<file path="config.mk">
export PLATFORM = sky130hd
export DESIGN_NAME = peripheral_tap_collector
export DESIGN_NICKNAME = d
export VERILOG_FILES = /design/src/rtl/peripheral_tap_pkg.sv /design/src/rtl/peripheral_tap_fifo.sv /design/src/rtl/peripheral_tap_collector.sv
export SDC_FILE = /design/constraint.sdc
export NUM_CORES = 1
export LEC_CHECK = 0
export ABC_AREA = 1
export BUFFER_PORTS_ARGS = -buffer_cell sky130_fd_sc_hd__buf_2
export CAP_MARGIN = 40
export CORE_MARGIN = 2
export CORE_UTILIZATION = 43
export CTS_CLUSTER_DIAMETER = 30
export DETAILED_ROUTE_END_ITERATION = 8
export PLACE_DENSITY = 0.59
export SKIP_LAST_GASP = 1
export SYNTH_ARGS = -nofsm -noshare
export SYNTH_HDL_FRONTEND = slang
export SYNTH_SLANG_ARGS = --single-unit
export TNS_END_PERCENT = 20
</file>
<file path="constraint.sdc">
create_clock -name clk -period 6.5 [get_ports clk]
set_input_delay 0.325 -clock clk [delete_from_list [all_inputs] [get_ports clk]]
set_output_delay 0.325 -clock clk [all_outputs]
set_load 0.03 [all_outputs]
</file>
<file path="src/rtl/peripheral_tap_pkg.sv">
// Shared types for the TAP result collector: FSM state encoding and record field sizing.
// No logic of its own; latency and backpressure belong to the modules that import it.
package peripheral_tap_pkg;

    typedef enum logic [1:0] {
        IDLE = 2'd0,
        RUN  = 2'd1,
        DONE = 2'd2
    } tap_state_e;

    // Channel-index width; a single channel still needs a one-bit field.
    function automatic int chan_width(input int channels);
        return (channels > 1) ? $clog2(channels) : 1;
    endfunction

endpackage

</file>
<file path="src/rtl/peripheral_tap_fifo.sv">
// Generic first-word-fall-through FIFO; head visible the cycle after push, pop on pop & !empty.
// Backpressure: push ignored while full (count registered, a same-cycle pop does not free space).
module peripheral_tap_fifo #(
    parameter int WIDTH = 8,
    parameter int DEPTH = 8
) (
    input  logic                     clk,
    input  logic                     rst_n,
    input  logic                     push,
    input  logic [WIDTH-1:0]         push_dat,
    input  logic                     pop,
    output logic [WIDTH-1:0]         pop_dat,
    output logic                     full,
    output logic                     empty,
    output logic [$clog2(DEPTH):0]   count
);

    localparam int AW = $clog2(DEPTH);
    localparam logic [AW:0]   CNT_ONE  = (AW+1)'(1);
    localparam logic [AW:0]   CNT_FULL = (AW+1)'(DEPTH);
    localparam logic [AW-1:0] PTR_ONE  = AW'(1);

    logic [WIDTH-1:0] mem_q [DEPTH];
    logic [AW-1:0]    wr_ptr_q, wr_ptr_d;
    logic [AW-1:0]    rd_ptr_q, rd_ptr_d;
    logic [AW:0]      count_q, count_d;
    logic             do_push, do_pop;

    assign full    = (count_q == CNT_FULL);
    assign empty   = (count_q == '0);
    assign count   = count_q;
    assign pop_dat = mem_q[rd_ptr_q];

    always_comb begin
        do_push  = push && !full;
        do_pop   = pop && !empty;
        wr_ptr_d = wr_ptr_q;
        rd_ptr_d = rd_ptr_q;
        count_d  = count_q;
        if (do_push) begin
            wr_ptr_d = wr_ptr_q + PTR_ONE;
        end
        if (do_pop) begin
            rd_ptr_d = rd_ptr_q + PTR_ONE;
        end
        if (do_push && !do_pop) begin
            count_d = count_q + CNT_ONE;
        end else if (!do_push && do_pop) begin
            count_d = count_q - CNT_ONE;
        end
    end

    always_ff @(posedge clk) begin
        if (!rst_n) begin
            wr_ptr_q <= '0;
            rd_ptr_q <= '0;
            count_q  <= '0;
        end else begin
            wr_ptr_q <= wr_ptr_d;
            rd_ptr_q <= rd_ptr_d;
            count_q  <= count_d;
        end
    end

    // Storage needs no reset: contents are only observed behind a non-zero count.
    always_ff @(posedge clk) begin
        if (do_push) begin
            mem_q[wr_ptr_q] <= push_dat;
        end
    end

endmodule

</file>
<file path="src/rtl/peripheral_tap_collector.sv">
// Round-robin collector of checker results into numbered TAP records; accept in t, record on out_* in t+1.
// Backpressure: no grant while the record FIFO is full or the plan is complete; out_* hold while !out_ready.
module peripheral_tap_collector
    import peripheral_tap_pkg::*;
#(
    parameter int CHANNELS  = 4,
    parameter int DEPTH     = 8,
    parameter int IDW       = 8,
    parameter int CNTW      = 16,
    parameter int NUM_TESTS = 0,
    localparam int CHW      = chan_width(CHANNELS)
) (
    input  logic                    clk,
    input  logic                    rst_n,
    input  logic [CHANNELS-1:0]     ch_valid,
    input  logic [CHANNELS-1:0]     ch_ok,
    input  logic [CHANNELS*IDW-1:0] ch_id,
    output logic [CHANNELS-1:0]     ch_ready,
    input  logic [CNTW-1:0]         plan_i,
    input  logic                    plan_we,
    output logic                    out_valid,
    input  logic                    out_ready,
    output logic [CNTW-1:0]         out_index,
    output logic                    out_ok,
    output logic [CHW-1:0]          out_chan,
    output logic [IDW-1:0]          out_id,
    output logic [CNTW-1:0]         pass_cnt,
    output logic [CNTW-1:0]         fail_cnt,
    output logic                    done,
    output logic                    plan_err
);

    typedef struct packed {
        logic [CNTW-1:0] index;
        logic            ok;
        logic [CHW-1:0]  chan;
        logic [IDW-1:0]  id;
    } tap_rec_t;

    localparam int RECW = $bits(tap_rec_t);
    localparam int FCW  = $clog2(DEPTH) + 1;
    localparam logic [CNTW-1:0] CNT_ONE  = CNTW'(1);
    localparam logic [CNTW-1:0] CNT_MAX  = '1;
    localparam logic [CHW-1:0]  CH_ONE   = CHW'(1);
    localparam logic [CHW-1:0]  LAST_CH  = CHW'(CHANNELS - 1);
    localparam logic [FCW-1:0]  FIFO_ONE = FCW'(1);

    tap_state_e      state_q, state_d;
    logic [CNTW-1:0] plan_q, plan_d;
    logic [CNTW-1:0] acc_q, acc_d;
    logic [CNTW-1:0] pass_q, pass_d;
    logic [CNTW-1:0] fail_q, fail_d;
    logic [CHW-1:0]  ptr_q, ptr_d;
    logic            err_q, err_d;

    logic            gnt_any;
    logic [CHW-1:0]  gnt_idx;
    logic            can_grant;
    logic            accept;
    logic            plan_hit;
    logic            fifo_push, fifo_full, fifo_empty, fifo_drains;
    logic [FCW-1:0]  fifo_count;
    logic [RECW-1:0] fifo_head;
    tap_rec_t        push_rec, head_rec;

    // First requester at or after the pointer, wrapping around.
    always_comb begin
        gnt_any = 1'b0;
        gnt_idx = '0;
        for (int k = 0; k < CHANNELS; k++) begin
            if (!gnt_any && ch_valid[(int'(ptr_q) + k) % CHANNELS]) begin
                gnt_any = 1'b1;
                gnt_idx = CHW'((int'(ptr_q) + k) % CHANNELS);
            end
        end
    end

    assign can_grant = (state_q != DONE) && !fifo_full;
    assign accept    = can_grant && gnt_any;
    assign plan_hit  = (plan_q != '0) && (acc_q == plan_q);

    always_comb begin
        ch_ready = '0;
        for (int k = 0; k < CHANNELS; k++) begin
            ch_ready[k] = accept && (gnt_idx == CHW'(k));
        end
    end

    always_comb begin
        push_rec.index = acc_q + CNT_ONE;
        push_rec.ok    = ch_ok[gnt_idx];
        push_rec.chan  = gnt_idx;
        push_rec.id    = ch_id[int'(gnt_idx)*IDW +: IDW];
    end

    // Queue is empty after this edge: nothing new arrives and nothing (or only the last entry) is left.
    assign fifo_drains = !fifo_push &&
                         (fifo_empty || ((fifo_count == FIFO_ONE) && out_ready));

    always_comb begin
        state_d   = state_q;
        plan_d    = plan_q;
        acc_d     = acc_q;
        pass_d    = pass_q;
        fail_d    = fail_q;
        ptr_d     = ptr_q;
        err_d     = err_q;
        fifo_push = 1'b0;

        if (accept) begin
            ptr_d = (gnt_idx == LAST_CH) ? '0 : gnt_idx + CH_ONE;
            // Results beyond the plan or past counter saturation are consumed but never numbered.
            if (plan_hit || (acc_q == CNT_MAX)) begin
                err_d = 1'b1;
            end else begin
                fifo_push = 1'b1;
                acc_d     = acc_q + CNT_ONE;
                if (ch_ok[gnt_idx]) begin
                    pass_d = pass_q + CNT_ONE;
                end else begin
                    fail_d = fail_q + CNT_ONE;
                end
            end
        end

        if (plan_we) begin
            if (state_q == IDLE) begin
                plan_d = plan_i;
            end else begin
                err_d = 1'b1;
            end
        end

        case (state_q)
            IDLE: begin
                if (accept) begin
                    state_d = RUN;
                end
            end
            RUN: begin
                if ((plan_q != '0) && (acc_d == plan_q) && fifo_drains) begin
                    state_d = DONE;
                end
            end
            default: state_d = DONE;
        endcase
    end

    always_ff @(posedge clk) begin
        if (!rst_n) begin
            state_q <= IDLE;
            plan_q  <= CNTW'(NUM_TESTS);
            acc_q   <= '0;
            pass_q  <= '0;
            fail_q  <= '0;
            ptr_q   <= '0;
            err_q   <= 1'b0;
        end else begin
            state_q <= state_d;
            plan_q  <= plan_d;
            acc_q   <= acc_d;
            pass_q  <= pass_d;
            fail_q  <= fail_d;
            ptr_q   <= ptr_d;
            err_q   <= err_d;
        end
    end

    peripheral_tap_fifo #(
        .WIDTH (RECW),
        .DEPTH (DEPTH)
    ) u_fifo (
        .clk      (clk),
        .rst_n    (rst_n),
        .push     (fifo_push),
        .push_dat (push_rec),
        .pop      (out_ready),
        .pop_dat  (fifo_head),
        .full     (fifo_full),
        .empty    (fifo_empty),
        .count    (fifo_count)
    );

    // Record fields read as zero whenever no record is presented.
    assign head_rec  = fifo_head;
    assign out_valid = !fifo_empty;
    assign out_index = out_valid ? head_rec.index : '0;
    assign out_ok    = out_valid ? head_rec.ok    : 1'b0;
    assign out_chan  = out_valid ? head_rec.chan  : '0;
    assign out_id    = out_valid ? head_rec.id    : '0;

    assign pass_cnt = pass_q;
    assign fail_cnt = fail_q;
    assign done     = (state_q == DONE);
    assign plan_err = err_q;

endmodule
</file>
# After elaboration in Yosys (flattened, before gate mapping)
# Memory sizes are Yosys's and may differ from the RTL's. A register that Yosys moved wholly into a read port is not among the register bits.
# Cells that the tools add are included.
classes:
  addsub: 11
  n_lt_le_gt_ge: 5
  n_eq_ne: 13
  n_shift: 1
  n_mux: 43
  bitwise_logic: 5
  reduce_logical: 40
op_table:
  columns: ["operator", "n"]
  rows:
  - ["$add A16 B1 Y16 const B", 3]
  - ["$mux W16", 3]
  - ["$eq A16 B16 Y1", 2]
  - ["$shiftx A32 B6 Y8", 1]
  - ["$mux W1", 21]
  - ["$logic_and A1 B1 Y1", 18]
  - ["$eq A16 B16 Y1 const B", 1]
  - ["$mux W2", 8]
  - ["$reduce_bool A16 Y1", 1]
  - ["$lt A3 B4 Y1 const B", 3]
  - ["$bmux W1 S2", 5]
  - ["$logic_not A1 Y1", 8]
  - ["$mux W4", 2]
  - ["$mux W8", 1]
  - ["$add A3 B1 Y3 const B", 2]
  - ["$eq A2 B2 Y1 const B", 3]
  - ["$lt A2 B3 Y1 const B", 2]
  - ["$mux W3", 2]
  - ["$ne A2 B2 Y1 const B", 3]
  - ["$reduce_and A3 Y1", 2]
  - ["$reduce_or A2 Y1", 3]
  - ["$add A2 B1 Y2 const B", 2]
  - ["$add A2 B2 Y2 const B", 2]
  - ["$add A4 B1 Y4 const B", 1]
  - ["12 further kinds", 19]
word_totals:
  reg_bits: 79
  ramBits: 216
  in_bits: 60
  out_inout_bits: 66
  word_cells: 129
  mem_count: 1
memory_table:
  columns: ["memory", "depth", "width", "read_ports", "rd_clocked_by_memory_dff", "wr", "line_no", "rtl"]
  rows:
  - ["u_fifo.mem_q", 8, 27, 1, 1, 1, "peripheral_tap_fifo.sv:23", "logic [WIDTH-1:0] mem_q [DEPTH];"]

# Depth between registers and ports, before layout
# Gate-level depths: netlist (run 1).
logic_depth:
  ltp_word: 21
  ltp_mapped: 22
  ltp_nobuf: 20

# Hierarchy
# A second synthesis (run 1) with hierarchy kept.
hier_totals:
  hier_cells: 1584
  area_unflattened_um2: 14248.7
by_module_without_submodules:
  columns: ["mod", "n_inst", "cells_per_inst", "area_per_inst_um2", "seq_area_each_um2"]
  rows:
  - ["peripheral_tap_fifo", 1, 756, 9145.0, 6746.5]
  - ["peripheral_tap_collector", 1, 828, 5103.6, 1381.3]

# Worst setup path before layout (run 1)
# OpenSTA, ideal clock, no wires.
synth_timing:
  kind: "reg-to-reg"
  start: "register ptr_q[0]"
  end: "memory u_fifo.mem_q[1][0] (netlist name), enable pin"
  setup_ns: 0.411
  arrival_ns: 2.596
  required_ns: 6.089
  slack_ns: 3.494
  path_stages_with_launch: 16
  n_path_buf: 2
  synth_period_minus_slack_ns: 3.006
  path_cell_list: "dfxtp_1 buf_6 inv_6 nand2_2 nand2_2 nand2_2 nand2_2 nor2_4 nand3_1 nand2_4 inv_4 nand2_4 buf_4 nor2_1 inv_1 nor2_1"
synth_between:
  elab_chain_len: 17
  elab_cells_between_ends: 29
  cone_classes: "add/sub (3); mux (18); reduce/logical (8)"
synth_lines:
  columns: ["item", "line_no", "rtl"]
  rows:
  - ["start: declaration", "peripheral_tap_collector.sv:53", "logic [CHW-1:0] ptr_q, ptr_d;"]
  - ["start signal: assignment", "peripheral_tap_collector.sv:164", "ptr_q <= ptr_d;"]
  - ["$add A2 B1 Y2 or $bmux W1 S2 (tied branches)", "peripheral_tap_collector.sv:71", "if (!gnt_any && ch_valid[(int'(ptr_q) + k) % CHANNELS]) begin"]
  - ["$bmux W1 S2 or $mux W1 (tied branches)", "peripheral_tap_collector.sv:71", null]
  - ["$mux W1 (implied by the code)", "peripheral_tap_collector.sv:71", null]
  - ["$mux W1 (implied by the code) or $logic_not A1 Y1 (tied branches)", "peripheral_tap_collector.sv:71", null]
  - ["$logic_and A1 B1 Y1", "peripheral_tap_collector.sv:71", null]
  - ["$mux W1", "peripheral_tap_collector.sv:71", null]
  - ["$logic_not A1 Y1", "peripheral_tap_collector.sv:71", null]
  - ["$logic_and A1 B1 Y1", "peripheral_tap_collector.sv:71", null]
  - ["$mux W1", "peripheral_tap_collector.sv:71", null]
  - ["$logic_not A1 Y1", "peripheral_tap_collector.sv:71", null]
  - ["$logic_and A1 B1 Y1", "peripheral_tap_collector.sv:71", null]
  - ["$mux W1 (*)", "peripheral_tap_collector.sv:71", null]
  - ["$logic_and A1 B1 Y1 (*)", "peripheral_tap_collector.sv:79", "assign accept = can_grant && gnt_any;"]
  - ["$mux W1 (*)", "peripheral_tap_collector.sv:110", "if (accept) begin"]
  - ["$logic_and A1 B1 Y1 (*)", "peripheral_tap_fifo.sv:35", "do_push = push && !full;"]
  - ["$mux W1 (*)", "peripheral_tap_fifo.sv:67", "if (do_push) begin"]
  - ["$mux W1 (implied by the code) (*)", "peripheral_tap_fifo.sv:68", "mem_q[wr_ptr_q] <= push_dat;"]
  - ["end: declaration", "peripheral_tap_fifo.sv:23", null]
# Mark *: on every way between the ends. The rest lies on a longest branch, timed or not. The select of a mux whose other input is x is not followed.

# Worst setup path after layout (run 1)
layout_timing:
  start: "register ptr_q[0]"
  end: "output port ch_ready[3]"
layout_between:
  elab_chain_len: 14
  elab_cells_between_ends: 31
  cone_classes: "add/sub (3); eq/ne (1); mux (19); reduce/logical (8)"
layout_lines:
  columns: ["item", "line_no", "rtl"]
  rows:
  - ["$add A2 B1 Y2 or $bmux W1 S2 (tied branches)", "peripheral_tap_collector.sv:71, peripheral_tap_collector.sv:73", null]
  - ["$bmux W1 S2 or $mux W1 (tied branches)", "peripheral_tap_collector.sv:71", null]
  - ["$mux W1 (implied by the code)", "peripheral_tap_collector.sv:71", null]
  - ["$mux W1 (implied by the code) or $logic_not A1 Y1 (tied branches)", "peripheral_tap_collector.sv:71", null]
  - ["$logic_and A1 B1 Y1", "peripheral_tap_collector.sv:71", null]
  - ["$mux W1", "peripheral_tap_collector.sv:71", null]
  - ["$logic_not A1 Y1", "peripheral_tap_collector.sv:71", null]
  - ["$logic_and A1 B1 Y1", "peripheral_tap_collector.sv:71", null]
  - ["$mux W1", "peripheral_tap_collector.sv:71", null]
  - ["$logic_not A1 Y1", "peripheral_tap_collector.sv:71", null]
  - ["$logic_and A1 B1 Y1", "peripheral_tap_collector.sv:71", null]
  - ["$mux W2 or $mux W1 (tied branches)", "peripheral_tap_collector.sv:71", null]
  - ["$eq A2 B2 Y1 or $logic_and A1 B1 Y1 (tied branches)", "peripheral_tap_collector.sv:85, peripheral_tap_collector.sv:79", null]
  - ["$logic_and A1 B1 Y1 (*)", "peripheral_tap_collector.sv:85", "ch_ready[k] = accept && (gnt_idx == CHW'(k));"]
  - ["end: declaration", "peripheral_tap_collector.sv:18", "output logic [CHANNELS-1:0] ch_ready,"]
# Marks and branches as above.

==> results summary, run 1 <==
The run finished with clean final reports. The I/O pin count is 126. The total nets after synthesis came out at 1546.

The per-instance average area after synthesis is 9.34 um^2. The worst pin sits at a relative slew slack of 0.343. In this run the post-CTS setup repair buffer count came out at 0. The global-route congestion overflow total is 0. The floorplan step defined a core boundary enclosing 31600 um^2. The max-slew violation total from the final report is 0. Of all cell types, the one taking the most synthesized area is edfxtp_1. The post-layout net count came out at 1692. The number of antenna diodes in the final layout is 0.

STA classifies the critical path endpoint as an output pin. The starting density of the core came out at 0.436. STA puts the critical path data required time at 6.17 ns. Counting instances in the post-synthesis netlist gives the leading cell types as nor2_1, nand2_1, edfxtp_1, o21ai_0, inv_1. The CTS tree is yes.

The peak fanout along the critical path came out at 27. The maximum number of pins on one net before global-route repair came out at 83. The clock period minus worst slack is 3.59 ns. The number of I/O port buffers is 125. The share of synthesized area in the top cell type comes to 0.471. The most used flip-flop cell after synthesis is edfxtp_1. For the pin with the worst max-slew slack, the measured transition is 0.982 ns.

The final worst-path cycle share is 0.553. STA puts the critical path data arrival time at 3.27 ns. Max-cap violations in this run came to 0. In the global route stage, overall resource usage came out at 0.210. The highest clock frequency the design can meet is 278 MHz.

The critical path is of the reg -> out type. The flip-flop and latch count after synthesis is 298. The maximum vdd drop came out at 0.254 mV. Routability-driven placement finished with a final weighted congestion of 0.919. The H-tree generated during clock tree synthesis spans 3 levels.

The analysis attributes to cell leakage a power of 6.65 nW. The mapped cell area came out at 13800 um^2. The area of the die is 33500 um^2. nor2_1 is the most common cell in the netlist.

The proportion of synthesized flip-flops having asynchronous set or reset is 0. The total via count in the routed design came out at 11000. The number of clock buffers inserted by TritonCTS is 70.

The worst setup path is launched from a flop. The width of the die came out at 183 um. The residual antenna-violating net count after detailed routing came out at 0.

The total setup violations reported at the end of the flow is 0. The number of library cell types mapped by synthesis came out at 44. The tightest min-delay check is of the in -> reg type.

The via density per instance is 5.30. The first routing iteration left 775 violations. The number of antenna violations at the first check in global routing came out at 1. The deepest clock path buffer count is 3. The number of standard-cell rows in the floorplan is 65. The detailed-routing iteration count for the pre-antenna-repair pass came out at 5.

The clock transition at the registers of the reported paths is 0.04 ns. Setup repair after global routing left no endpoint under its margin. The synthesized instance count came out at 1473. The share of layout cells above drive strength 1 is 0.185. The clock latency on the worst-skew pair came out at 0.56 ns. The total number of yosys warnings is 0. The total power per unit cell area came out at 574 nW/um^2. Compared with the post-synthesis result, the final layout area differs by 25.1%. The root buffer cell chosen for the clock tree is clkbuf_16. Wires add up to 34900 um.

The first-pass GRT wire length is 55600 um. The number of design rule violations left after detail routing is 0. The number of global-route vias before repair came out at 10700.

The overall power of the completed layout is 9.89 mW. After detailed routing, the average wire length per cell comes to 16.8 um. The number of endpoints with negative hold slack in the final report is 0. The clock sink total is 298.

The final worst clock skew came out at 0.0205 ns. By area the synthesized netlist is led by edfxtp_1, dfxtp_1, nor2_1. The share of the Yosys chip area taken by registers is 0.591.

The setup TNS came out at 0 ns. The die boundary height came out at 183 um. The half-perimeter wire length after placement is 21200 um. The hold buffer count at cts came out at 0. The total of cells resized after clock tree synthesis came out at 0. The number of flops mapped to enable cells by yosys came out at 216.
-- placed cells by master (no fill, tap or decap), types with 30 or more instances in the layout --
master	n
a21oi_1	82
buf_2	125
clkbuf_16	70
dfxtp_1	80
edfxtp_1	216
inv_1	90
nand2_1	238
nand3_1	72
nor2_1	240
o21ai_0	172
o22ai_1	30
-- flip-flops by register name (all words and copies together), names as in the netlist, named ones only --
name and count:
plan_q 16, pass_cnt 16, u_fifo.mem_q 216, u_fifo.wr_ptr_q 3, fail_cnt 16, u_fifo.count 4
u_fifo.rd_ptr_q 3, acc_q 16, plan_err 1, ptr_q 2, state_q 2
-- critical path, stage by stage, from the launching register on --
cell and delay (ns):
dfxtp_1 0.57, nand2_1 0.13, nand3_1 0.12, nand2_1 0.13, nor2_4 0.18, nand3b_4 0.12
nand2_2 0.07, nand2_2 0.25, inv_2 0.45, ha_1 0.22, inv_1 0.04, nor2_1 0.19
buf_2 0.24
-- power by group --
group | internal, mW | leakage [nW] | total [mW] | switching (mW)
sequential | 2.75 | 2.71 | 2.94 | 0.181
combinational | 0.900 | 2.75 | 3.38 | 2.48
clock | 2.49 | 1.19 | 3.57 | 1.08
total | 6.15 | 6.65 | 9.89 | 3.74
-- final timing paths --
kind	from	to	cells after the start	slack, ns
setup reg to reg	ptr_q[0]$_SDFFE_PN0N_	u_fifo.mem_q[0][15]$_DFFE_PP_	13	3.24
setup / recovery	ptr_q[0]$_SDFFE_PN0N_	ch_ready[3]	12	2.91
hold / removal	plan_i[2]	plan_q[2]$_SDFFE_PN0P_	3	0.07
hold reg to reg	u_fifo.rd_ptr_q[2]$_SDFFE_PN0P_	u_fifo.rd_ptr_q[2]$_SDFFE_PN0P_	2	0.46
-- per-layer routing --
metal / vias up / share of wire / global-route usage
met1: 5250 / 0.45 / 0.278
li1: 5391 / - / -
met2: 288 / 0.47 / 0.346
met3: 60 / 0.052 / 0.0405
met4: 0 / 0.023 / 0.0765
met5: - / 0 / 0
-- cells by family (layout without fill, tap and decap cells) --
family / after synthesis / count (layout) / share of synthesized area
xor+xnor: 36 / 36 / 0.0229
flops: 298 / 298 / 0.591
compound gates: 325 / 325 / 0.128
buf+inv: 176 / 376 / 0.0542
simple gates: 625 / 625 / 0.193
fa+ha+maj: 13 / 13 / 0.0118
-- stage by stage --
stage,area [um^2],hold slack (ns),cells,worst slack [ns],utilization
floorplan,13800,0.433,1473,3.49,-
global placement,14700,0.449,1945,3.35,0.466
detailed placement,14800,0.453,1948,3.29,0.468
CTS,17200,0.0447,2074,2.91,0.545
global route,17200,0.0877,2075,2.71,0.546
finish,17200,0.0651,2075,2.91,0.546
-- area by class of cell --
class | instances | area (um^2)
fillers | 2844 | 14300
flip-flops and latches | 298 | 8130
multi-input cells | 999 | 4910
clock buffers | 79 | 1830
repair buffers | 144 | 816
clock inverters | 47 | 621
well taps | 402 | 503
inverters | 106 | 410
Note: power is estimated with default switching activity, not from simulation.
==> inputs of run 2 (changes only) <==
Settings changed: ABC_AREA 1 to 0.
Clock period 6.5 ns to 3.7 ns, I/O delays scaled along.
==> run 2 against run 1 <==
Net effect:
- first-iteration DRC count shrank 37%
- via count is 24% lower
- worst hold slack better by 0.069 ns
- total power increased by 43%
- cell count is 24% lower
- sequential cell count stayed put
- synthesized cell count down 35%
- highest routed layer unchanged
==> results summary, run 2 <==
The tightest min-delay check is of the in -> reg type. The final hold slack came out at 0.135 ns (+0.0694 ns). The maximum number of pins on one net before global-route repair was 46 (-45%). The relative contribution of combinational cells to total power is 0.259 (-0.083). The deepest clock path buffer count came out at 3 (unchanged). The reported leakage power is 6.16 nW (-7.4%). The first-pass GRT wire length is 45700 um (-18%). Relative to the synthesized area, the layout overhead comes to 28.0%.

The maximum vdd drop is 0.544 mV (+110%). The critical path launch point type is a flop. The mapped cell area is 13000 um^2 (-5.8%). The worst slack after detailed placement is 0.235 ns (-3.05 ns).

The internal power contribution was 9.79 mW (+59%). The starting density of the core is 0.437 (+0.00115). The proportion of synthesized flip-flops having asynchronous set or reset is 0 (unchanged). The cell family contributing the most delay on the critical path is simple AND/OR/NAND/NOR gates. The clock root buffer is clkbuf_16. The library cells used most frequently in the layout, excluding fill and tap cells, are edfxtp_1, buf_2, nand2_1. The half-perimeter wire length after placement came out at 18100 um (-15%). The largest total area in the synthesized netlist belongs to edfxtp_1. The number of violations reported at the end of detailed-routing iteration 0 is 487 (-37%). Counting flops per register, the top entry is u_fifo.mem_q. The portion of synthesized cell area occupied by the leading cell type is 0.500 (+0.0292).

The number of flops mapped to enable cells by yosys is 216 (unchanged). The clock transition at the registers of the reported paths is 0.05 ns (about the same). The residual antenna-violating net count after detailed routing is 0 (unchanged). Setup repair after global routing left no endpoint under its margin. The slew at the pin with the worst max-slew slack is 0.876 ns (-0.106 ns). By instance count, the leading cell after synthesis is edfxtp_1. The number of standard-cell rows in the floorplan came out at 63 (-3.1%). The clock latency on the worst-skew pair came out at 0.59 ns (+0.03 ns). The width of the die is 178 um (-2.9%). The area of the die is 31500 um^2 (-5.7%). The number of global-route vias before repair came to 8321 (-22%). The number of I/O port buffers came out at 125 (unchanged).

The I/O pin count came out at 126 (unchanged). The sequential fraction of design power came to 0.330 (+0.033). The data required time at the worst endpoint came to 4.15 ns (-2.02 ns). For this design, the slowest cell found on the critical path is o21ai_2. In the post-synthesis netlist, the biggest area contributors are edfxtp_1, dfxtp_1, mux4_2. The library cell used most frequently in the layout, excluding fill and tap cells, is edfxtp_1. The clock share of power came out at 0.411 (+0.050). The final worst clock skew was 0.0449 ns (+0.0244 ns). The per-instance average area after synthesis is 13.5 um^2 (+44%). The worst setup path is captured at a flop. The number of buffer and inverter stages on the critical path is 1 (-2). The type of the setup path with the least slack is reg -> reg. The share of total power consumed by net switching came out at 0.309 (-0.0692). TritonCTS built the clock tree. The global-route congestion overflow total is 0 (unchanged). After synthesis, the most frequently instantiated cells are edfxtp_1, nand2_1, dfxtp_1, nor2_1, mux4_2. The remaining max-slew budget at the tightest pin came out at 0.414 (+0.0704).

The max-slew violation total from the final report was 0 (unchanged). The overall power of the completed layout came out at 14.2 mW (+43%). The final worst-path cycle share came out at 0.929.

The flip-flop and latch count after synthesis came to 298 (unchanged). The via density per instance came out at 5.27 (-0.55%). The flip-flop count of the largest register, all copies and words added is 216 (unchanged). The post-CTS setup buffer count came out at 0 (unchanged). The global placement routability congestion came to 0.848 (-7.7%). The number of endpoints with negative hold slack in the final report is 0 (unchanged). The worst setup slack after layout is 0.261 ns (-2.65 ns). The setup TNS came out at 0 ns (unchanged).

The clock period minus worst slack is 3.44 ns. The clock sink total is 298 (unchanged). The portion of the post-synthesis area used by sequential elements is 0.627 (+0.0365).

The hold buffer count at cts was 19 (+19). The number of design rule violations left after detail routing is 0 (unchanged). Walking the worst path, the cells encountered are xnor2_1, nand3_1, or4_1, o21ai_2, inv_2, ha_1, or4_1, a21oi_1, xnor2_1, nor2_1. The commonest register cell after synthesis is edfxtp_1. The number of clock buffers inserted by TritonCTS came to 60 (-14%). The number of levels the H-tree was split into was 2 (-1). The switching power of the nets is 4.38 mW (+17%).

The total length of routed wires is 28900 um (-17%). The detailed-routing iteration count for the pre-antenna-repair pass came out at 5 (unchanged). The number of max-capacitance violations reported came to 0 (unchanged). The post-layout net count is 1216 (-28%).

The total of cells resized after clock tree synthesis came out at 0 (unchanged). The number of filler instances in the final layout came out at 2491 (-12%). The die boundary height is 178 um (-2.9%).

The total nets after synthesis came out at 1036 (-33%). The total power per unit cell area came out at 854 nW/um^2 (+49%). The number of library cell types mapped by synthesis was 64 (+45%). The detail-routed net length per standard cell is 18.2 um (+8.3%).

The number of antenna violations at the first check in global routing was 0 (-1). The total via count in the routed design is 8353 (-24%). The run finished with clean final reports. The share of layout cells above drive strength 1 was 0.282 (+0.0967). The data arrival time of the worst path came out at 3.88 ns (+0.61 ns).

The synthesized instance count came to 963 (-35%). The total number of yosys warnings came out at 0 (unchanged). The core area came out at 29600 um^2 (-6.1%). The total setup violations reported at the end of the flow came to 0 (unchanged). Derived from the worst setup path, the maximum achievable clock frequency is 291 MHz.

The global-route usage over all layers came out at 0.188 (-0.0220). The maximum cell stage delay along the critical path was 0.71 ns (+0.14 ns). The peak fanout along the critical path came out at 12 (-56%).
[run 2: cell count changes in the layout (fill, tap and decap cells not counted), sizes merged, moves of 54 or more]
cell / change
nand2: -152
mux4: +54
nand3: -57
nor2: -173
o21ai: -164
inv: -74
[run 2: power groups by stage]
stage | sequential (mW) | clock (mW) | combinational [mW]
6_report | 4.67 | 5.83 | 3.67
3_3_place_gp | 4.80 | 0 | 3.56
5_1_grt | 4.73 | 6.08 | 4.04
4_1_cts | 4.68 | 5.92 | 3.76
3_5_place_dp | 4.74 | 0 | 3.73
2_1_floorplan | 4.64 | 0 | 2.65
[run 2: cells by family after synthesis]
group / Yosys count / synth area share
AND/OR/NAND/NOR: 306 / 0.116
flip-flops: 298 / 0.627
AO/OA/AOI/OAI: 118 / 0.0591
multiplexers: 89 / 0.121
buffers and inverters: 83 / 0.0264
XOR/XNOR: 56 / 0.0384
adder cells (fa/ha/maj): 13 / 0.0125
[run 2: final timing paths]
path                                   startpoint                           end  slack, ns  cells after the start
setup / recovery              acc_q[7]$_SDFF_PN0_  u_fifo.count[3]$_SDFFE_PN0P_       0.26                     10
hold reg to reg   u_fifo.rd_ptr_q[1]$_SDFFE_PN0P_                          flop       0.48                      2
setup reg to reg              acc_q[7]$_SDFF_PN0_  u_fifo.count[3]$_SDFFE_PN0P_       0.26                     10
hold / removal                          ch_id[14]  u_fifo.mem_q[0][6]$_DFFE_PP_       0.13                      3
[run 2: worst min-delay path, delay by kind of cell]
family | cells | cell delay (ns)
AOI/OAI and AO/OA | 1 | 0.19
buffers and inverters | 1 | 0.10
and+or+nand+nor | 1 | 0.05
[run 2: area by class of cell]
| cell class | count | area [um^2] | share of cell area |
|---|---|---|---|
| sequential | 298 | 8130 | 0.490 |
| multi-input combinational | 582 | 4550 | 0.274 |
| clock buffer | 71 | 1590 | 0.0961 |
| timing repair buffer | 171 | 1060 | 0.0638 |
| clock inverter | 43 | 648 | 0.0391 |
| tap | 390 | 488 | 0.0294 |
| inverter | 30 | 113 | 0.00679 |
| antenna | 1 | 2.50 | 0.000151 |
[run 2: through the flow]
stage | instances | utilization | area, um^2
6_report | 1586 | 0.560 | 16600
5_1_grt | 1585 | 0.560 | 16600
4_1_cts | 1585 | 0.560 | 16600
3_5_place_dp | 1452 | 0.478 | 14200
3_3_place_gp | 1450 | 0.476 | 14100
2_1_floorplan | 963 | - | 13000
[run 2: metal layers]
metal  share of wire  GRT usage  up-vias
met1            0.46      0.255     4118
li1                -          -     4000
met5               0          0        -
met2            0.48      0.304      189
met4           0.019     0.0645        0
met3           0.048     0.0362       46
